### src/rtl/led_strip_if.sv
// Bundle of the visualizer-facing inputs and the strip-facing outputs of led_strip_driver.
// The master side drives frame data; the slave side is the driver itself.
interface led_strip_if #(
    parameter int LEDS    = 50,
    parameter int BIN_QTY = 12
);
    localparam int CW = $clog2(LEDS);

    logic [BIN_QTY-1:0][23:0]   rgb;
    logic [BIN_QTY-1:0][CW-1:0] LEDCounts;
    logic                       data_v;
    logic                       dout;
    logic                       busy;
    logic                       done;
    logic                       dropped;

    modport master (
        output rgb, LEDCounts, data_v,
        input  dout, busy, done, dropped
    );

    modport slave (
        input  rgb, LEDCounts, data_v,
        output dout, busy, done, dropped
    );
endinterface

### src/rtl/led_strip_driver.sv
// Expands one frame of per-bin colours/counts into LEDS pixels and drives a
// WS2812-style single-wire bitstream, followed by a low latch gap.
module led_strip_driver #(
    parameter int LEDS    = 50,
    parameter int BIN_QTY = 12,
    parameter int TBIT    = 13,
    parameter int T0H     = 4,
    parameter int T1H     = 8,
    parameter int TRST    = 500
) (
    input  logic       clk,
    input  logic       rst,
    led_strip_if.slave bus
);
    localparam int CW   = $clog2(LEDS);
    localparam int PW   = $clog2(LEDS + 1);
    localparam int BW   = $clog2(BIN_QTY + 1);
    localparam int TMAX = (TBIT > TRST) ? TBIT : TRST;
    localparam int TW   = $clog2(TMAX + 1);

    localparam logic [TW-1:0] TBIT_LAST = TW'(TBIT - 1);
    localparam logic [TW-1:0] TRST_LAST = TW'(TRST - 1);
    localparam logic [TW-1:0] T0H_W     = TW'(T0H);
    localparam logic [TW-1:0] T1H_W     = TW'(T1H);
    localparam logic [PW-1:0] PIX_LAST  = PW'(LEDS - 1);

    typedef enum logic [1:0] {IDLE, SEND, LATCH} state_t;

    state_t                     state_q, state_d;
    logic [BIN_QTY-1:0][23:0]   rgb_q, rgb_d;
    logic [BIN_QTY-1:0][CW-1:0] cnt_q, cnt_d;
    logic [BW-1:0]              bin_q, bin_d;
    logic [CW-1:0]              left_q, left_d;
    logic [PW-1:0]              pix_q, pix_d;
    logic [4:0]                 bit_q, bit_d;
    logic [TW-1:0]              tmr_q, tmr_d;
    logic                       dout_q, dout_d;
    logic                       busy_q, busy_d;
    logic                       done_q, done_d;
    logic                       dropped_q, dropped_d;

    logic [BW-1:0] eff_bin;
    logic [CW-1:0] eff_left;
    logic          found;
    logic [23:0]   colour;
    logic [23:0]   wire_word;
    logic          cur_bit;
    logic [TW-1:0] tmr_inc;

    // Resolve the bin feeding the current pixel, skipping exhausted or empty bins.
    always_comb begin
        eff_bin  = BW'(BIN_QTY);
        eff_left = '0;
        found    = 1'b0;
        colour   = '0;
        for (int i = 0; i < BIN_QTY; i++) begin
            if (!found) begin
                if (BW'(i) == bin_q && left_q != '0) begin
                    eff_bin  = BW'(i);
                    eff_left = left_q;
                    found    = 1'b1;
                    colour   = rgb_q[i];
                end else if (BW'(i) > bin_q && cnt_q[i] != '0) begin
                    eff_bin  = BW'(i);
                    eff_left = cnt_q[i];
                    found    = 1'b1;
                    colour   = rgb_q[i];
                end
            end
        end
        wire_word = {colour[15:8], colour[23:16], colour[7:0]};
        cur_bit   = wire_word[bit_q];
        tmr_inc   = tmr_q + TW'(1);
    end

    always_comb begin
        state_d   = state_q;
        rgb_d     = rgb_q;
        cnt_d     = cnt_q;
        bin_d     = bin_q;
        left_d    = left_q;
        pix_d     = pix_q;
        bit_d     = bit_q;
        tmr_d     = tmr_q;
        dout_d    = 1'b0;
        done_d    = 1'b0;
        dropped_d = 1'b0;
        case (state_q)
            IDLE: begin
                if (bus.data_v) begin
                    rgb_d   = bus.rgb;
                    cnt_d   = bus.LEDCounts;
                    bin_d   = '0;
                    left_d  = bus.LEDCounts[0];
                    pix_d   = '0;
                    bit_d   = 5'd23;
                    tmr_d   = '0;
                    dout_d  = 1'b1;
                    state_d = SEND;
                end
            end
            SEND: begin
                dropped_d = bus.data_v;
                if (tmr_q == TBIT_LAST) begin
                    tmr_d = '0;
                    if (bit_q == 5'd0) begin
                        bit_d  = 5'd23;
                        pix_d  = pix_q + PW'(1);
                        bin_d  = eff_bin;
                        left_d = found ? eff_left - CW'(1) : '0;
                        if (pix_q == PIX_LAST) begin
                            state_d = LATCH;
                        end else begin
                            dout_d = 1'b1;
                        end
                    end else begin
                        bit_d  = bit_q - 5'd1;
                        dout_d = 1'b1;
                    end
                end else begin
                    // dout is registered, so decide the level of the upcoming cycle.
                    tmr_d  = tmr_inc;
                    dout_d = tmr_inc < (cur_bit ? T1H_W : T0H_W);
                end
            end
            LATCH: begin
                dropped_d = bus.data_v;
                if (tmr_q == TRST_LAST) begin
                    tmr_d   = '0;
                    done_d  = 1'b1;
                    state_d = IDLE;
                end else begin
                    tmr_d = tmr_inc;
                end
            end
            default: state_d = IDLE;
        endcase
        busy_d = (state_d != IDLE);
    end

    always_ff @(posedge clk) begin
        if (rst) begin
            state_q   <= IDLE;
            rgb_q     <= '0;
            cnt_q     <= '0;
            bin_q     <= '0;
            left_q    <= '0;
            pix_q     <= '0;
            bit_q     <= '0;
            tmr_q     <= '0;
            dout_q    <= 1'b0;
            busy_q    <= 1'b0;
            done_q    <= 1'b0;
            dropped_q <= 1'b0;
        end else begin
            state_q   <= state_d;
            rgb_q     <= rgb_d;
            cnt_q     <= cnt_d;
            bin_q     <= bin_d;
            left_q    <= left_d;
            pix_q     <= pix_d;
            bit_q     <= bit_d;
            tmr_q     <= tmr_d;
            dout_q    <= dout_d;
            busy_q    <= busy_d;
            done_q    <= done_d;
            dropped_q <= dropped_d;
        end
    end

    assign bus.dout    = dout_q;
    assign bus.busy    = busy_q;
    assign bus.done    = done_q;
    assign bus.dropped = dropped_q;
endmodule

### src/flat_wrapper.sv
// flat-port wrapper written by rule: the top's interface ports become plain ports
module led_strip_driver_flat 
#(
    parameter int LEDS    = 50,
    parameter int BIN_QTY = 12,
    parameter int TBIT    = 13,
    parameter int T0H     = 4,
    parameter int T1H     = 8,
    parameter int TRST    = 500
)
  (clk, rst, bus_rgb, bus_LEDCounts, bus_data_v, bus_dout, bus_busy, bus_done, bus_dropped);
  led_strip_if #(.LEDS(LEDS), .BIN_QTY(BIN_QTY)) bus_i ();
  input  logic clk;
  input  logic rst;
  input wire logic [$bits(bus_i.rgb)-1:0] bus_rgb;
  input wire logic [$bits(bus_i.LEDCounts)-1:0] bus_LEDCounts;
  input wire logic [$bits(bus_i.data_v)-1:0] bus_data_v;
  output wire logic [$bits(bus_i.dout)-1:0] bus_dout;
  output wire logic [$bits(bus_i.busy)-1:0] bus_busy;
  output wire logic [$bits(bus_i.done)-1:0] bus_done;
  output wire logic [$bits(bus_i.dropped)-1:0] bus_dropped;
  assign bus_i.rgb = bus_rgb;
  assign bus_i.LEDCounts = bus_LEDCounts;
  assign bus_i.data_v = bus_data_v;
  assign bus_dout = bus_i.dout;
  assign bus_busy = bus_i.busy;
  assign bus_done = bus_i.done;
  assign bus_dropped = bus_i.dropped;
  led_strip_driver #(.LEDS(LEDS), .BIN_QTY(BIN_QTY), .TBIT(TBIT), .T0H(T0H), .T1H(T1H), .TRST(TRST)) u_core (.clk(clk), .rst(rst), .bus(bus_i));
endmodule
### config.mk
export PLATFORM = sky130hd
export DESIGN_NAME = led_strip_driver_flat
export DESIGN_NICKNAME = d
export VERILOG_FILES = /design/src/rtl/led_strip_if.sv /design/src/rtl/led_strip_driver.sv /design/src/flat_wrapper.sv
export SDC_FILE = /design/constraint.sdc
export NUM_CORES = 1
export LEC_CHECK = 0
export ABC_AREA = 1
export ABC_CLOCK_PERIOD_IN_PS = 3700
export CORE_ASPECT_RATIO = 0.6
export CORE_MARGIN = 1.5
export CORE_UTILIZATION = 50
export DETAILED_ROUTE_END_ITERATION = 10
export PLACE_DENSITY_LB_ADDON = 0.25
export SYNTH_ARGS = -nofsm -noshare
export SYNTH_HDL_FRONTEND = slang
export SYNTH_SLANG_ARGS = --single-unit
### constraint.sdc
create_clock -name clk -period 3.7 [get_ports clk]
set_input_delay 0.555 -clock clk [delete_from_list [all_inputs] [get_ports clk]]
set_output_delay 0.555 -clock clk [all_outputs]
set_load 0.01 [all_outputs]
==> qor.yml <==
setup_path:
  critPathArrivalTime_ns: 4.15
  cp_max_fo: 15
  worst_path_max_delay_cell: "dfxtp_1"
  path_class: "register to register"
  cp-start-kind: "register"
  end_kind: "register"
  required_ns: 4.19
  cpPeakStageDelay_ns: 0.35
  r2r_slack_ns: 0.04
die:
  start_util_pct: 51.3
  fp.dieH_um: 153
  coreArea_um2: 36800
  fp.dieW_um: 254
  rows: 54
  ios: 367
  die_area_um2: 38900
detailed_routing:
  drcViolationCount: 0
  drt-initial-drc-count: 2492
  vias: 21100
  first_pass_iters: 6
  viasPerCell: 5.52
  routedWlPerCell_um: 18.7
  routed_wl_um: 71400
  antenna_left: 0
sta:
  rsz0062_at_grt: "true"
  timing.fmax_ghz: 0.273
  period_minus_slack_ns: 3.66
  tightest_slew_ns: 1.18
  setup_viol: 0
  finalHoldViolations: 0
  fin_hold_ws_ns: 0.455
  finClkSkew_ns: 0.0248
  drv_slew: 0
  setup_tns_ns: 0
  slew_headroom_pct: 21.1
  fin_crit_sh_pct: 98.9
global_route:
  grt_max_degree: 228
  grt_pass1_wl_um: 107000
  grt.total_usage_pct: 35.4
  antenna_found_initial: 5
  first_global_vias: 19300
  grt-ovfl-total: 0
place:
  dpl.hpwl_um: 53600
  dp_cells: 3721
  port_buffers: 366
  gp_congestion: 0.989
  post_dp_cell_area_um2: 23800
pwr:
  p_leak_nw: 11.1
  p_per_area_nw_per_um2: 463
  finalPower_w: 0.0119
  peakVddDrop_uv: 338
synth:
  syn_nets: 3249
  synth.distinct_cells: 48
  synth_edf_count: 0
  syn_inst: 2874
  syn_avg_cell_area_um2: 6.56
  ys_seq_area_share_pct: 41.4
  synth_warnings: 0
  synthArstFlopShare_pct: 0
  synth_seq_cells: 390
  synthFlopType: "dfxtp_1"
  syn_area_um2: 18900
outcome:
  outcome: "completed"
clock_tree:
  clock_latency_ns: 0.56
  cts_root_buf: "clkbuf_16"
  cts_buffer_depth: 3
  htree_levels: 2
  cts-buffers-inserted: 38
  clk_pin_slew_ns: 0.07
  holdBufCountCts: 0
  cts_tree: "yes"
  cts_sinks: 390
final_layout:
  drive_above_1_share_pct: 10.9
  finalNonFillerCells: 3821
  postLayoutCellArea_um2: 25700
  nets: 3662
  final_common_cell: "nor2_1"
  layout_common_cells: "nor2_1 (707), nand2_1 (472), o21ai_0 (435)"
  area_delta_synth_final_pct: 36.5
  fillers: 3092
min_path:
  hp-class: "register to register"
job:
  maxCapViolCount: 0
[cell families after synthesis]
kind of cell | synth area share, %
xor gates and xnor gates | 0.464
buffers and inverters | 8.03
and+or+nand+nor | 31.7
AOI/OAI and AO/OA | 17.6
adders and majority gates | 0.796
DFF | 41.4
[sequential cells by signal, indices dropped and copies added, names as in the netlist, 2 cells and up]
| register | count |
|---|---|
| u_core.bin_q | 4 |
| u_core.bit_q | 5 |
| u_core.cnt_q | 66 |
| u_core.left_q | 6 |
| u_core.pix_q | 6 |
| u_core.rgb_q | 288 |
| u_core.state_q | 2 |
| u_core.tmr_q | 9 |
[worst paths after layout]
kind | start | endpoint | cells after the start
worst max-delay path | u_core.left_q[4]$_SDFFE_PP0P_ | u_core.bus.dout$_SDFF_PP0_ | 28
worst max register to register | u_core.left_q[4]$_SDFFE_PP0P_ | u_core.bus.dout$_SDFF_PP0_ | 28
worst min register to register | u_core.rgb_q[98]$_SDFFE_PP0P_ | u_core.rgb_q[98]$_SDFFE_PP0P_ | 2
worst min-delay path | u_core.rgb_q[98]$_SDFFE_PP0P_ | u_core.rgb_q[98]$_SDFFE_PP0P_ | 2
[layer usage]
layer	track usage [%]	vias up	share of wire, %
li1	-	10100	-
met1	53.1	9754	46
met2	50.3	1084	40
met3	8.12	131	11
met4	9.64	2	2.6
met5	0	-	0.017
[through the flow]
stage | util (%) | worst slack, ns
final | 70.0 | 0.0389
after global placement | 64.7 | -0.127
after detailed placement | 64.7 | -0.0466
after CTS | 68.3 | 0.00162
after global routing | 70.0 | -0.202
after floorplan | - | 0.412
[power by group]
part | internal, W | switching, W
registers | 0.00458 | 0.000271
logic | 0.00123 | 0.00181
clock network | 0.00224 | 0.00178
[cells in the mapped netlist (6+ instances only)]
library cell / n / share of area, %
o21ai_0: 438 / 12
a21oi_1: 129 / 3.4
nand2_2: 11 / 0.36
or2_0: 8 / 0.27
xor2_1: 8 / 0.37
buf_2: 29 / 0.77
nand4_1: 31 / 1.0
nand2_1: 483 / 9.6
nor2_1: 726 / 14
o21ai_1: 15 / 0.40
nor4_1: 6 / 0.20
nor3_1: 18 / 0.48
nor2_4: 8 / 0.48
inv_2: 16 / 0.32
dfxtp_1: 390 / 41
or2_2: 8 / 0.27
o211ai_1: 12 / 0.48
o22ai_1: 21 / 0.70
nand3_1: 111 / 2.9
clkbuf_1: 130 / 2.6
ha_1: 12 / 0.80
inv_1: 198 / 3.9
[area by class of cell]
cell class | instances | area, um^2 | share of cell area (%)
multi-input combinational | 2100 | 9810 | 38.1
clock buffer | 45 | 997 | 3.87
antenna | 2 | 5.00 | 0.0194
timing repair buffer | 542 | 5360 | 20.8
tap | 504 | 631 | 2.45
sequential | 390 | 7820 | 30.4
clock inverter | 23 | 263 | 1.02
inverter | 215 | 850 | 3.30
[worst max-delay path, delay by kind of cell (launching register included)]
kind                     cells  cell delay (ns)
buffers and inverters        4             0.69
flip-flops                   1             0.35
AND/OR/NAND/NOR             20             2.01
AO/OA/AOI/OAI                3             0.39
adder cells (fa/ha/maj)      1             0.17
[repair_timing]
item	CTS	global route
pin swaps	2	41
endpoints found under the setup margin	1	1
resized for setup	14	100
setup buffers	0	26
cloned	1	3
Power figures use the tool's default switching activity.
